--- config.mk ---
export PLATFORM = sky130hd
export DESIGN_NAME = ps2_paddle_keys_flat
export DESIGN_NICKNAME = d
export VERILOG_FILES = /design/src/rtl/pong_ps2_pkg.sv /design/src/rtl/ps2_paddle_keys_if.sv /design/src/rtl/ps2_prefix_fsm.sv /design/src/rtl/ps2_paddle_keys.sv /design/src/flat_wrapper.sv
export SDC_FILE = /design/constraint.sdc
export NUM_CORES = 1
export LEC_CHECK = 0
export CAP_MARGIN = 20
export CORE_MARGIN = 3
export CORE_UTILIZATION = 58
export CTS_CLUSTER_SIZE = 20
export DETAILED_ROUTE_END_ITERATION = 8
export PLACE_DENSITY = 0.93
export SLEW_MARGIN = 5
export SYNTH_ARGS = -nofsm -noshare
export SYNTH_HDL_FRONTEND = slang
export SYNTH_SLANG_ARGS = --single-unit
--- constraint.sdc ---
create_clock -name CLOCK_50 -period 3.7 [get_ports CLOCK_50]
set_input_delay 0.74 -clock CLOCK_50 [delete_from_list [all_inputs] [get_ports CLOCK_50]]
set_output_delay 0.74 -clock CLOCK_50 [all_outputs]
set_load 0.02 [all_outputs]
--- src/rtl/pong_ps2_pkg.sv ---
// Shared PS/2 Set-2 definitions for the Pong keyboard front end:
// scan codes, the ignored-byte list and the prefix-state enum.
package pong_ps2_pkg;

  localparam logic [7:0] SC_W     = 8'h1D;
  localparam logic [7:0] SC_S     = 8'h1B;
  localparam logic [7:0] SC_UP    = 8'h75;  // only with the E0 prefix
  localparam logic [7:0] SC_DOWN  = 8'h72;  // only with the E0 prefix
  localparam logic [7:0] SC_SPACE = 8'h29;
  localparam logic [7:0] SC_ESC   = 8'h76;
  localparam logic [7:0] SC_E0    = 8'hE0;
  localparam logic [7:0] SC_F0    = 8'hF0;

  // Keyboard housekeeping replies, pause-key prefix and error bytes.
  localparam int N_IGNORED = 8;
  localparam logic [N_IGNORED-1:0][7:0] IGNORED_BYTES = {
    8'h00, 8'hAA, 8'hEE, 8'hFA, 8'hFC, 8'hFE, 8'hFF, 8'hE1
  };

  typedef enum logic [1:0] {
    ST_IDLE    = 2'd0,
    ST_EXT     = 2'd1,
    ST_BRK     = 2'd2,
    ST_EXT_BRK = 2'd3
  } prefix_state_t;

  function automatic logic is_ignored(input logic [7:0] b);
    logic hit;
    hit = 1'b0;
    for (int i = 0; i < N_IGNORED; i++) begin
      if (b == IGNORED_BYTES[i]) hit = 1'b1;
    end
    return hit;
  endfunction

endpackage

--- src/rtl/ps2_paddle_keys_if.sv ---
// Byte-in / key-state-out bundle between the PS/2 receiver side and the decoder.
// Handshake: ps2_byte_en is a one-cycle strobe qualifying ps2_byte; there is no
// ready, every strobe is consumed, and strobes may arrive on consecutive cycles.
interface ps2_paddle_keys_if;
  import pong_ps2_pkg::*;

  logic [7:0]    ps2_byte;
  logic          ps2_byte_en;
  logic          p1_up;
  logic          p1_down;
  logic          p2_up;
  logic          p2_down;
  logic          start_pulse;
  logic          pause_pulse;
  logic [7:0]    last_code;
  logic          last_ext;
  logic          last_break;
  prefix_state_t dbg_state;

  modport master (
    output ps2_byte, ps2_byte_en,
    input  p1_up, p1_down, p2_up, p2_down, start_pulse, pause_pulse,
    input  last_code, last_ext, last_break, dbg_state
  );

  modport slave (
    input  ps2_byte, ps2_byte_en,
    output p1_up, p1_down, p2_up, p2_down, start_pulse, pause_pulse,
    output last_code, last_ext, last_break, dbg_state
  );

endinterface

--- src/rtl/ps2_prefix_fsm.sv ---
// Tracks E0/F0 prefixes and emits a combinational one-cycle code_valid with the
// final byte and its ext/brk flags; a stale prefix is dropped after a timeout.
module ps2_prefix_fsm
  import pong_ps2_pkg::*;
#(
  parameter int TIMEOUT_CYCLES = 2_500_000
) (
  input  logic          clk,
  input  logic          rst_n,
  input  logic [7:0]    i_byte,
  input  logic          i_byte_en,
  output logic          o_code_valid,
  output logic [7:0]    o_code,
  output logic          o_ext,
  output logic          o_brk,
  output prefix_state_t o_state
);

  localparam int CW = $clog2(TIMEOUT_CYCLES + 1);
  localparam logic [CW-1:0] TO_MAX = CW'(TIMEOUT_CYCLES);

  prefix_state_t r_state, w_next;
  logic [CW-1:0] r_cnt, w_cnt_next;
  logic          w_accept;

  always_ff @(posedge clk or negedge rst_n) begin
    if (!rst_n) begin
      r_state <= ST_IDLE;
      r_cnt   <= '0;
    end else begin
      r_state <= w_next;
      r_cnt   <= w_cnt_next;
    end
  end

  always_comb begin
    w_accept     = i_byte_en && !is_ignored(i_byte);
    w_next       = r_state;
    o_code_valid = 1'b0;
    o_code       = i_byte;
    o_ext        = (r_state == ST_EXT) || (r_state == ST_EXT_BRK);
    o_brk        = (r_state == ST_BRK) || (r_state == ST_EXT_BRK);

    if (w_accept) begin
      if (i_byte == SC_E0) begin
        if (r_state == ST_IDLE)     w_next = ST_EXT;
        else if (r_state == ST_BRK) w_next = ST_EXT_BRK;
      end else if (i_byte == SC_F0) begin
        if (r_state == ST_IDLE)     w_next = ST_BRK;
        else if (r_state == ST_EXT) w_next = ST_EXT_BRK;
      end else begin
        o_code_valid = 1'b1;
        w_next       = ST_IDLE;
      end
    end else if (r_state != ST_IDLE && r_cnt == TO_MAX) begin
      // A byte in the expiry cycle still decodes in the prefix state.
      w_next = ST_IDLE;
    end

    if (w_accept || w_next == ST_IDLE) w_cnt_next = '0;
    else                               w_cnt_next = r_cnt + CW'(1);
  end

  assign o_state = r_state;

endmodule

--- src/rtl/ps2_paddle_keys.sv ---
// PS/2 Set-2 decoder for Pong: paddle held bits, start/pause make-edge pulses
// and the last complete scan code for the HEX debug display.
module ps2_paddle_keys
  import pong_ps2_pkg::*;
#(
  parameter int TIMEOUT_CYCLES = 2_500_000
) (
  input  logic            CLOCK_50,
  input  logic            resetn,
  ps2_paddle_keys_if.slave bus
);

  logic          w_valid, w_ext, w_brk;
  logic [7:0]    w_code;
  prefix_state_t w_state;

  ps2_prefix_fsm #(.TIMEOUT_CYCLES(TIMEOUT_CYCLES)) u_prefix (
    .clk          (CLOCK_50),
    .rst_n        (resetn),
    .i_byte       (bus.ps2_byte),
    .i_byte_en    (bus.ps2_byte_en),
    .o_code_valid (w_valid),
    .o_code       (w_code),
    .o_ext        (w_ext),
    .o_brk        (w_brk),
    .o_state      (w_state)
  );

  logic w_hit_w, w_hit_s, w_hit_up, w_hit_down, w_hit_space, w_hit_esc;
  assign w_hit_w     = w_valid && !w_ext && (w_code == SC_W);
  assign w_hit_s     = w_valid && !w_ext && (w_code == SC_S);
  assign w_hit_up    = w_valid &&  w_ext && (w_code == SC_UP);
  assign w_hit_down  = w_valid &&  w_ext && (w_code == SC_DOWN);
  assign w_hit_space = w_valid && !w_ext && (w_code == SC_SPACE);
  assign w_hit_esc   = w_valid && !w_ext && (w_code == SC_ESC);

  logic       r_p1_up, r_p1_down, r_p2_up, r_p2_down, r_space, r_esc;
  logic       r_start, r_pause, r_last_ext, r_last_break;
  logic [7:0] r_last_code;

  always_ff @(posedge CLOCK_50 or negedge resetn) begin
    if (!resetn) begin
      r_p1_up      <= 1'b0;
      r_p1_down    <= 1'b0;
      r_p2_up      <= 1'b0;
      r_p2_down    <= 1'b0;
      r_space      <= 1'b0;
      r_esc        <= 1'b0;
      r_start      <= 1'b0;
      r_pause      <= 1'b0;
      r_last_code  <= 8'h00;
      r_last_ext   <= 1'b0;
      r_last_break <= 1'b0;
    end else begin
      // Space/Esc held bits exist only so typematic repeats don't re-pulse.
      r_start <= w_hit_space && !w_brk && !r_space;
      r_pause <= w_hit_esc   && !w_brk && !r_esc;
      if (w_valid) begin
        r_last_code  <= w_code;
        r_last_ext   <= w_ext;
        r_last_break <= w_brk;
      end
      if (w_hit_w)     r_p1_up   <= !w_brk;
      if (w_hit_s)     r_p1_down <= !w_brk;
      if (w_hit_up)    r_p2_up   <= !w_brk;
      if (w_hit_down)  r_p2_down <= !w_brk;
      if (w_hit_space) r_space   <= !w_brk;
      if (w_hit_esc)   r_esc     <= !w_brk;
    end
  end

  assign bus.p1_up       = r_p1_up;
  assign bus.p1_down     = r_p1_down;
  assign bus.p2_up       = r_p2_up;
  assign bus.p2_down     = r_p2_down;
  assign bus.start_pulse = r_start;
  assign bus.pause_pulse = r_pause;
  assign bus.last_code   = r_last_code;
  assign bus.last_ext    = r_last_ext;
  assign bus.last_break  = r_last_break;
  assign bus.dbg_state   = w_state;

endmodule

--- src/flat_wrapper.sv ---
// flat-port wrapper written by rule: the top's interface ports become plain ports
module ps2_paddle_keys_flat import pong_ps2_pkg::*;
#(
  parameter int TIMEOUT_CYCLES = 2_500_000
)
  (CLOCK_50, resetn, bus_ps2_byte, bus_ps2_byte_en, bus_p1_up, bus_p1_down, bus_p2_up, bus_p2_down, bus_start_pulse, bus_pause_pulse, bus_last_code, bus_last_ext, bus_last_break, bus_dbg_state);
  ps2_paddle_keys_if bus_i ();
  input  logic CLOCK_50;
  input  logic resetn;
  input wire logic [$bits(bus_i.ps2_byte)-1:0] bus_ps2_byte;
  input wire logic [$bits(bus_i.ps2_byte_en)-1:0] bus_ps2_byte_en;
  output wire logic [$bits(bus_i.p1_up)-1:0] bus_p1_up;
  output wire logic [$bits(bus_i.p1_down)-1:0] bus_p1_down;
  output wire logic [$bits(bus_i.p2_up)-1:0] bus_p2_up;
  output wire logic [$bits(bus_i.p2_down)-1:0] bus_p2_down;
  output wire logic [$bits(bus_i.start_pulse)-1:0] bus_start_pulse;
  output wire logic [$bits(bus_i.pause_pulse)-1:0] bus_pause_pulse;
  output wire logic [$bits(bus_i.last_code)-1:0] bus_last_code;
  output wire logic [$bits(bus_i.last_ext)-1:0] bus_last_ext;
  output wire logic [$bits(bus_i.last_break)-1:0] bus_last_break;
  output wire logic [$bits(bus_i.dbg_state)-1:0] bus_dbg_state;
  assign bus_i.ps2_byte = bus_ps2_byte;
  assign bus_i.ps2_byte_en = bus_ps2_byte_en;
  assign bus_p1_up = bus_i.p1_up;
  assign bus_p1_down = bus_i.p1_down;
  assign bus_p2_up = bus_i.p2_up;
  assign bus_p2_down = bus_i.p2_down;
  assign bus_start_pulse = bus_i.start_pulse;
  assign bus_pause_pulse = bus_i.pause_pulse;
  assign bus_last_code = bus_i.last_code;
  assign bus_last_ext = bus_i.last_ext;
  assign bus_last_break = bus_i.last_break;
  assign bus_dbg_state = bus_i.dbg_state;
  ps2_paddle_keys #(.TIMEOUT_CYCLES(TIMEOUT_CYCLES)) u_core (.CLOCK_50(CLOCK_50), .resetn(resetn), .bus(bus_i));
endmodule
Yosys cells after proc, flatten, opt, wreduce, memory -nomap -nowiden
Index checks and enable logic that the tools add are counted. W data, S select, Z words.

Register bits after elaboration: 42. Memory bits (read-only): 0. Memory bits (writable): 0. Bits in latches: 0. Memories kept: 0.

Shift operators: 0. Magnitude comparators: 0. Equality and inequality tests: 19. Bitwise logic cells: 0. Multiply operators: 0. Div/mod/pow operators: 0. Add/subtract/negate cells: 1. Muxes and demuxes: 20. Reductions and logical operators: 26.

Operators with widths (count): $eq A8 B8 Y1 const B (9); $eq A8 B7 Y1 const B (3); $add A22 B1 Y22 const B (1); $eq A22 B22 Y1 const B (1); $mux W22 (1); $eq A8 B5 Y1 const B (2); $mux W2 (8); $logic_and A1 B1 Y1 (14); $mux W1 (11); $eq A8 B6 Y1 const B (1); $logic_not A8 Y1 (1); $logic_not A1 Y1 (5); $eq A2 B2 Y1 const B (2); $logic_not A2 Y1 (2); $logic_or A1 B1 Y1 (3); $eq A2 B1 Y1 const B (1); $reduce_bool A2 Y1 (1).

Depth between registers and ports, before layout
Gate-level depths: netlist of run 1.

Word-level depth: 16. Mapped depth: 8. Gate-level depth less buffers: 6.

Cells and area by module
Synthesis of run 1 repeated with hierarchy kept, for this count alone.

Cells, all modules: 218. Area total of the unflattened synthesis: 2252.2 um^2.

Modules (own cells, without submodules): ps2_prefix_fsm (times used 1, area each 1446.4 um^2, sequential area each 600.6 um^2, cells each 157); ps2_paddle_keys (times used 1, area each 805.8 um^2, sequential area each 450.4 um^2, cells each 61).

Worst setup path after synthesis of run 1
OpenSTA, ideal clock, no wires.

Path kind: in2reg. Start: input bus_ps2_byte[4]. End: register u_core.r_last_break, in the netlist u_core.bus.last_break. Stages on the path: 7. Required time: 3.575 ns. Setup time: 0.125 ns. Slack: 1.318 ns. Path buffers: 2. Arrival time: 2.258 ns. Cells stage by stage: buf_2 > or2_1 > o41a_1 > o21ai_1 > nand2b_1 > buf_2 > mux2_2.

Word-level cells in the longest chain between the ends: 12. Elaborated cells on any way between the ends: 23. Those cells by class: eq/ne (9); mux (11); reduce/logical (3).

RTL lines: from (decl) (line flat_wrapper.sv:10) `input wire logic [$bits(bus_i.ps2_byte)-1:0] bus_ps2_byte;`; $eq A8 B8 Y1 (line pong_ps2_pkg.sv:31) `if (b == IGNORED_BYTES[i]) hit = 1'b1;`; $mux W1 (8 in a row) (line pong_ps2_pkg.sv:31); $logic_not A1 Y1 (line ps2_prefix_fsm.sv:37) `w_accept = i_byte_en && !is_ignored(i_byte);`; $logic_and A1 B1 Y1 (line ps2_prefix_fsm.sv:37); $mux W1 (*) (line ps2_prefix_fsm.sv:44) `if (w_accept) begin`; to (signal assigned) (line ps2_paddle_keys.sv:61) `r_last_break <= w_brk;`; to (decl) (line ps2_paddle_keys.sv:38) `logic r_start, r_pause, r_last_ext, r_last_break;`.

Every way passes the cells marked *; elsewhere a longest branch is shown, timed or not. A chain may end at the register's enable or synchronous reset.

Worst setup path in the final report of run 1
Start: input bus_ps2_byte[4]. End: register u_core.r_last_code[0], in the netlist u_core.bus.last_code[0].

Word-level cells in the longest chain between the ends: 12. Elaborated cells on any way between the ends: 23. Those cells by class: eq/ne (9); mux (11); reduce/logical (3).

RTL lines: $eq A8 B8 Y1 (line pong_ps2_pkg.sv:31); $mux W1 (8 in a row) (line pong_ps2_pkg.sv:31); $logic_not A1 Y1 (line ps2_prefix_fsm.sv:37); $logic_and A1 B1 Y1 (line ps2_prefix_fsm.sv:37); $mux W1 (*) (line ps2_prefix_fsm.sv:44); to (signal assigned) (line ps2_paddle_keys.sv:59) `r_last_code <= w_code;`; to (decl) (line ps2_paddle_keys.sv:39) `logic [7:0] r_last_code;`.

Marked as above.

==> flow_summary.json, run 1 <==
{
  "run_status": "complete, no violations",
  "ys_seq_area_share_pct": 48.8,
  "pre_cts_slack_ns": 0.636,
  "startpoint_type": "primary input",
  "n_antenna_cell": 0,
  "drt_wl_total_um": 4310,
  "clk_latency_ns": 0.30,
  "dr_wl_met2_um": 1910,
  "row_count": 21,
  "timing.final.max_slew_violations": 0,
  "io_buffers": 28,
  "worstPathRequired_ns": 3.87,
  "io_pins": 29,
  "rsz0062_at_grt": "no",
  "cts_hold_buf": 0,
  "n_fill_cell": 223,
  "post_synth_most_frequent_cells": "42 x dfrtp_1, 21 x nor2_1, 14 x xor2_1, 13 x nand2_1",
  "yosysUniqueCellTypes": 38,
  "grt_pass1_vias": 1609,
  "drt_first_pass_iters": 4,
  "die_w_um": 66.9,
  "clockBufferDepth": 2,
  "timing.rr.end": "u_core.u_prefix.r_cnt[11]",
  "reg2reg_slack_ns": 1.80,
  "grt_usage_pct": 22.0,
  "wl_per_cell_um": 15.0,
  "final_util_pct": 74.2,
  "switching_share_pct": 22.9,
  "start_util_pct": 62.6,
  "clock_skew_ns": 0.00670,
  "p_int_w": 0.000713,
  "relSlewSlack_pct": 39.8,
  "antenna_found_initial": 0,
  "synth_edf_count": 0,
  "dieArea_mm2": 0.00448,
  "critPathKind": "primary input to register",
  "hpwl_um": 3070,
  "synth.top_cell.area_share_pct": 48.8,
  "cts_made_buffers": 5,
  "syn-num-nets": 224,
  "seq_area_mm2": 0.00105,
  "slowest_delay_ns": 0.57,
  "yosys-top-cells-area": "dfrtp_1 49%, xor2_1 5.7%, mux2_2 4.7%",
  "critPathArrivalTime_ns": 2.99,
  "grt_max_degree": 43,
  "ys_async_sr_fraction_pct": 100,
  "min-delay-start": "u_core.r_esc",
  "fmax_mhz": 355,
  "critPathMaxFanout": 10,
  "cp_top_family": "simple AND/OR/NAND/NOR gates",
  "power_frac_comb_pct": 10.6,
  "postRouteAntennaNets": 0,
  "synth_seq_cells": 42,
  "crit_chain": "clkdlybuf4s50_1, or2_1, o41a_1, o21ai_1, nand2b_1, mux2_2",
  "cts_tree": "yes",
  "finalNonFillerCells": 287,
  "worstReg2RegStart": "u_core.u_prefix.r_cnt[6]",
  "wl_met1_um": 2070,
  "highest_layer": "met4",
  "syn2layout_area_growth_pct": 18.7,
  "gr-total-overflow": 0,
  "netSwitchingPower_w": 0.000212,
  "vdd_drop_max_mv": 0.344,
  "tightest_slew_ns": 0.904,
  "clkPwrFrac_pct": 37.8,
  "clkTransAtPathRegs_ns": 0.08,
  "post-synth-top-area-cell": "dfrtp_1",
  "hold-path-endpoint": "u_core.bus.pause_pulse",
  "core_area_mm2": 0.00344,
  "route.met3.wl_um": 243,
  "critPathCaptureType": "register",
  "slowest_stage": "clkdlybuf4s50_1",
  "htreeDepth": 2,
  "seqPwrFrac_pct": 51.6,
  "grt_pass1_wl_um": 7400,
  "via_per_inst": 5.58,
  "cp_num_buf_inv": 1,
  "dp.cells": 279,
  "avgSynthCellArea_um2": 10.2,
  "whs_path_depth": 1,
  "drc": 0,
  "layout.nets": 253,
  "drive_gt1_share_pct": 12.0,
  "hold_viol": 0,
  "synth_ff_type": "dfrtp_1",
  "cts-root-buf": "clkbuf_8",
  "layout_min_cycle_time_ns": 2.81,
  "yosysMostFrequentCell": "dfrtp_1",
  "worstHoldPathType": "register to register",
  "worst-r2r-cell-count": 5,
  "yosysWarnings": 0,
  "routed-via-count": 1602,
  "final-setup-viol-count": 0,
  "fp.dieH_um": 66.9,
  "postSynthCellCount": 211,
  "drtIter0Drc": 141,
  "multi_input_area_mm2": 0.00101,
  "synth_area_mm2": 0.00215,
  "gp_congestion": 0.944,
  "postCtsResizedCells": 0,
  "period_share_pct": 76.1,
  "finalWorstSetupSlack_ns": 0.886,
  "power-per-cell-area_mw_per_mm2": 362,
  "totalNegativeSetupSlack_ns": 0,
  "leakagePower_nw": 1.02,
  "cap_violations": 0,
  "cts_num_sinks": 42,
  "postCtsSetupBuffers": 0
}
==> area by class of cell <==
cell class,count,area share [%]
inverters,11,1.62
clock inverters,3,1.57
multi-input cells,151,39.7
well taps,46,2.25
flip-flops and latches,42,41.1
repair buffers,29,11.1
clock buffers,5,2.69
==> worst max-delay path by stage <==
stage / startpoint / to / slack, ns / cells after the start
2_1_floorplan: bus_ps2_byte[4] / u_core.bus.last_break / 1.32 / 7
3_3_place_gp: bus_ps2_byte[4] / u_core.bus.last_code[1] / 0.69 / 6
3_5_place_dp: bus_ps2_byte[4] / u_core.bus.last_code[0] / 0.64 / 6
4_1_cts: bus_ps2_byte[4] / u_core.bus.last_code[0] / 0.90 / 6
5_1_grt: bus_ps2_byte[4] / u_core.bus.last_code[4] / 0.77 / 6
6_report: bus_ps2_byte[4] / u_core.bus.last_code[0] / 0.89 / 6
==> registers in the layout, indices dropped and copies added (netlist names) <==
name	cells
u_core.u_prefix.r_cnt	22
u_core.bus.p1_up	1
u_core.bus.last_code	8
u_core.r_space	1
u_core.bus.p1_down	1
u_core.r_esc	1
u_core.bus.p2_down	1
u_core.bus.p2_up	1
u_core.bus.start_pulse	1
u_core.bus.last_break	1
u_core.bus.last_ext	1
u_core.bus.pause_pulse	1
u_core.u_prefix.o_state	2
==> cells by family (layout without fill, tap and decap cells) <==
| group | count (synthesis) | count (layout) | synth area share (%) |
|---|---|---|---|
| AO/OA/AOI/OAI | 16 | 16 | 6.04 |
| XOR/XNOR | 20 | 20 | 8.13 |
| adder cells (fa/ha/maj) | 2 | 2 | 1.16 |
| buffers and inverters | 18 | 48 | 4.13 |
| flip-flops | 42 | 42 | 48.8 |
| multiplexers | 13 | 13 | 6.57 |
| AND/OR/NAND/NOR | 100 | 100 | 25.2 |
==> worst reg2reg max path: cells and delay by family, from the launching register on <==
family / cells / cell delay [ns]
flops: 1 / 0.44
simple gates: 4 / 1.18
xor+xnor: 1 / 0.14
==> metal layers <==
metal | global-route usage [%] | vias up
met3 | 5.23 | 8
li1 | - | 798
met1 | 30.7 | 740
met2 | 32.3 | 56
met5 | 0 | -
met4 | 9.37 | 0
==> layout by cell type (no fill, tap or decap), types with 3 or more instances in the layout <==
master           count
dfrtp_1             42
clkdlybuf4s50_1     27
nor2_1              21
xor2_1              14
nand2_1             13
inv_1               11
nand3_1             11
nor2_2               9
mux2_2               9
nand4_1              8
nor3_1               8
xnor2_1              6
nand2b_1             5
and3_1               5
o21ai_0              5
clkbuf_8             5
nor4b_1              4
mux2i_1              4
or4_1                3
or3_1                3
nor4_1               3
==> metrics by stage <==
stage | power [W] | instance area, um2 | hold slack, ns
6_report | 0.000925 | 2550 | 0.435
5_1_grt | 0.000962 | 2550 | 0.465
4_1_cts | 0.000935 | 2550 | 0.434
3_5_place_dp | 0.000584 | 2450 | 0.423
3_3_place_gp | 0.000581 | 2450 | 0.422
2_1_floorplan | 0.000532 | 2150 | 0.404
==> power by group through the flow <==
| stage | clock network [W] | registers [W] | logic (W) |
|---|---|---|---|
| 3_5_place_dp | 0 | 0.000486 | 0.0000981 |
| 3_3_place_gp | 0 | 0.000486 | 0.0000957 |
| 2_1_floorplan | 0 | 0.000499 | 0.0000331 |
| 4_1_cts | 0.000359 | 0.000477 | 0.0000987 |
| 6_report | 0.000350 | 0.000477 | 0.0000979 |
| 5_1_grt | 0.000378 | 0.000479 | 0.000105 |
(Power assumes the default switching activity.)
==> inputs of run 2 (changes only) <==
--- a/config.mk
+++ b/config.mk
@@ -7,10 +7,10 @@
 export LEC_CHECK = 0
 export CAP_MARGIN = 20
 export CORE_MARGIN = 3
-export CORE_UTILIZATION = 58
+export CORE_UTILIZATION = 54
 export CTS_CLUSTER_SIZE = 20
 export DETAILED_ROUTE_END_ITERATION = 8
-export PLACE_DENSITY = 0.93
+export PLACE_DENSITY = 0.88
 export SLEW_MARGIN = 5
 export SYNTH_ARGS = -nofsm -noshare
 export SYNTH_HDL_FRONTEND = slang
==> constraint.sdc (replaced) <==
create_clock -name CLOCK_50 -period 2.6 [get_ports CLOCK_50]
set_input_delay 0.52 -clock CLOCK_50 [delete_from_list [all_inputs] [get_ports CLOCK_50]]
set_output_delay 0.52 -clock CLOCK_50 [all_outputs]
set_load 0.02 [all_outputs]
==> run 2 against run 1 <==
Effect of this change: wire length increased by 6.6%; critical endpoint is now u_core.u_prefix.r_cnt[20]; die area grew 6.7%; non-clock buffer count is 10 higher; clock skew shrank 0.0023 ns; count of clock-buffer cells in the layout increased by 1; first-iteration DRC count is 31% higher; global-route usage is 1.8 points lower; critical path depth rose by 1; power rose by 45%; via count is 5.5% higher; highest routed layer unchanged; sequential share of layout area decreased by 1.4 points.
==> flow_summary.json, run 2 (synthesized netlist as in run 1, its figures left out) <==
{
  "start_util_pct": 57.5,
  "rsz0062_at_grt": "no",
  "postCtsResizedCells": 0,
  "layout.nets": 263,
  "layout_min_cycle_time_ns": 2.33,
  "grt_max_degree": 43,
  "gr-total-overflow": 0,
  "cts_tree": "yes",
  "dieArea_mm2": 0.00478,
  "drt_wl_total_um": 4590,
  "critPathKind": "primary input to register",
  "drc": 0,
  "power-per-cell-area_mw_per_mm2": 507,
  "switching_share_pct": 23.3,
  "worstHoldPathType": "primary input to asynchronous set/reset pin",
  "startpoint_type": "primary input",
  "critPathMaxFanout": 19,
  "drive_gt1_share_pct": 15.1,
  "cap_violations": 0,
  "wl_per_cell_um": 15.4,
  "drtIter0Drc": 185,
  "grt_usage_pct": 20.2,
  "row_count": 22,
  "pre_cts_slack_ns": -0.00490,
  "clock_skew_ns": 0.00442,
  "finalWorstSetupSlack_ns": 0.267,
  "cts-root-buf": "clkbuf_8",
  "grt_pass1_wl_um": 7890,
  "drt_first_pass_iters": 4,
  "largest_reg_flops": 22,
  "postRouteAntennaNets": 0,
  "gp_congestion": 0.898,
  "critPathCaptureType": "register",
  "die_w_um": 69.1,
  "totalNegativeSetupSlack_ns": 0,
  "seq_area_mm2": 0.00105,
  "multi_input_area_mm2": 0.00101,
  "final_common_cell": "dfrtp_1",
  "io_buffers": 28,
  "postCtsSetupBuffers": 0,
  "seqPwrFrac_pct": 50.6,
  "top_register": "u_core.u_prefix.r_cnt",
  "clkPwrFrac_pct": 38.0,
  "p_int_w": 0.00103,
  "clockBufferDepth": 2,
  "period_share_pct": 89.7,
  "vdd_drop_max_mv": 0.309,
  "leakagePower_nw": 1.07,
  "netSwitchingPower_w": 0.000313,
  "cts_hold_buf": 0,
  "syn2layout_area_growth_pct": 22.9,
  "fin_area_mm2": 0.00265,
  "routed-via-count": 1690,
  "finalNonFillerCells": 299,
  "hold_viol": 0,
  "via_per_inst": 5.65,
  "grt_pass1_vias": 1639,
  "fp.dieH_um": 69.1,
  "clkTransAtPathRegs_ns": 0.07,
  "final-setup-viol-count": 0,
  "cts_num_sinks": 42,
  "n_antenna_cell": 0,
  "cts_made_buffers": 5,
  "htreeDepth": 2,
  "critPathArrivalTime_ns": 2.55,
  "dp.cells": 291,
  "tightest_slew_ns": 0.911,
  "clk_latency_ns": 0.29,
  "antenna_found_initial": 0,
  "timing.final.max_slew_violations": 0,
  "relSlewSlack_pct": 39.3,
  "power_frac_comb_pct": 11.5,
  "run_status": "complete, no violations",
  "worstPathRequired_ns": 2.82,
  "core_area_mm2": 0.00374,
  "placed_area_mm2": 0.00254,
  "n_fill_cell": 282,
  "layout_common_cells": "42 x dfrtp_1, 27 x clkdlybuf4s50_1, 21 x nor2_1",
  "io_pins": 29,
  "hpwl_um": 3190,
  "fmax_mhz": 429
}
## run 2: per-layer routing
metal  track usage [%]  share of wire, %  vias to the layer above
met1              29.7                47                      805
met5                 0                 0                        -
li1                  -                 -                      811
met4              7.38               2.1                        0
met3              4.96               6.1                       11
met2              28.7                45                       63
## run 2: critical path: stages
cell and delay (ns):
clkdlybuf4s50_1 0.53, buf_4 0.18, nor2_1 0.07, o311a_1 0.37, a21oi_1 0.33, o221ai_4 0.34, nor2_2 0.21
## run 2: power groups by stage
stage | Clock (W) | Combinational [W] | Sequential [W]
after CTS | 0.000521 | 0.000154 | 0.000679
final | 0.000510 | 0.000154 | 0.000679
after floorplan | 0 | 0.0000472 | 0.000710
after global routing | 0.000549 | 0.000165 | 0.000681
after detailed placement | 0 | 0.000153 | 0.000692
after global placement | 0 | 0.000150 | 0.000691
## run 2: worst paths after layout
| kind | start | end | slack, ns | depth (start not counted) |
|---|---|---|---|---|
| setup / recovery | bus_ps2_byte[4] | u_core.u_prefix.r_cnt[20] | 0.27 | 7 |
| hold / removal | resetn | u_core.u_prefix.r_cnt[21] | 0.35 | 1 |
| setup reg to reg | u_core.u_prefix.o_state[1] | u_core.u_prefix.r_cnt[17] | 0.72 | 5 |
| hold reg to reg | u_core.r_esc | u_core.bus.pause_pulse | 0.44 | 1 |
| max in group asynchronous | resetn | u_core.u_prefix.r_cnt[17] | 1.68 | 1 |
| min in group CLOCK_50 | u_core.r_esc | u_core.bus.pause_pulse | 0.44 | 1 |
## run 2: cell type report
cell class	count	share of cell area, %
clock buffers	6	2.74
multi-input cells	151	38.3
inverters	11	1.56
well taps	48	2.27
repair buffers	39	14.0
flip-flops and latches	42	39.7
clock inverters	2	1.42
## run 2: per-stage QoR
stage / hold slack (ns) / total power (W) / utilization [%]
floorplan: 0.224 / 0.000757 / -
global placement: 0.421 / 0.000841 / 67.7
detailed placement: 0.433 / 0.000845 / 67.7
CTS: 0.373 / 0.00135 / 70.7
global route: 0.420 / 0.00139 / 70.7
finish: 0.353 / 0.00134 / 70.7
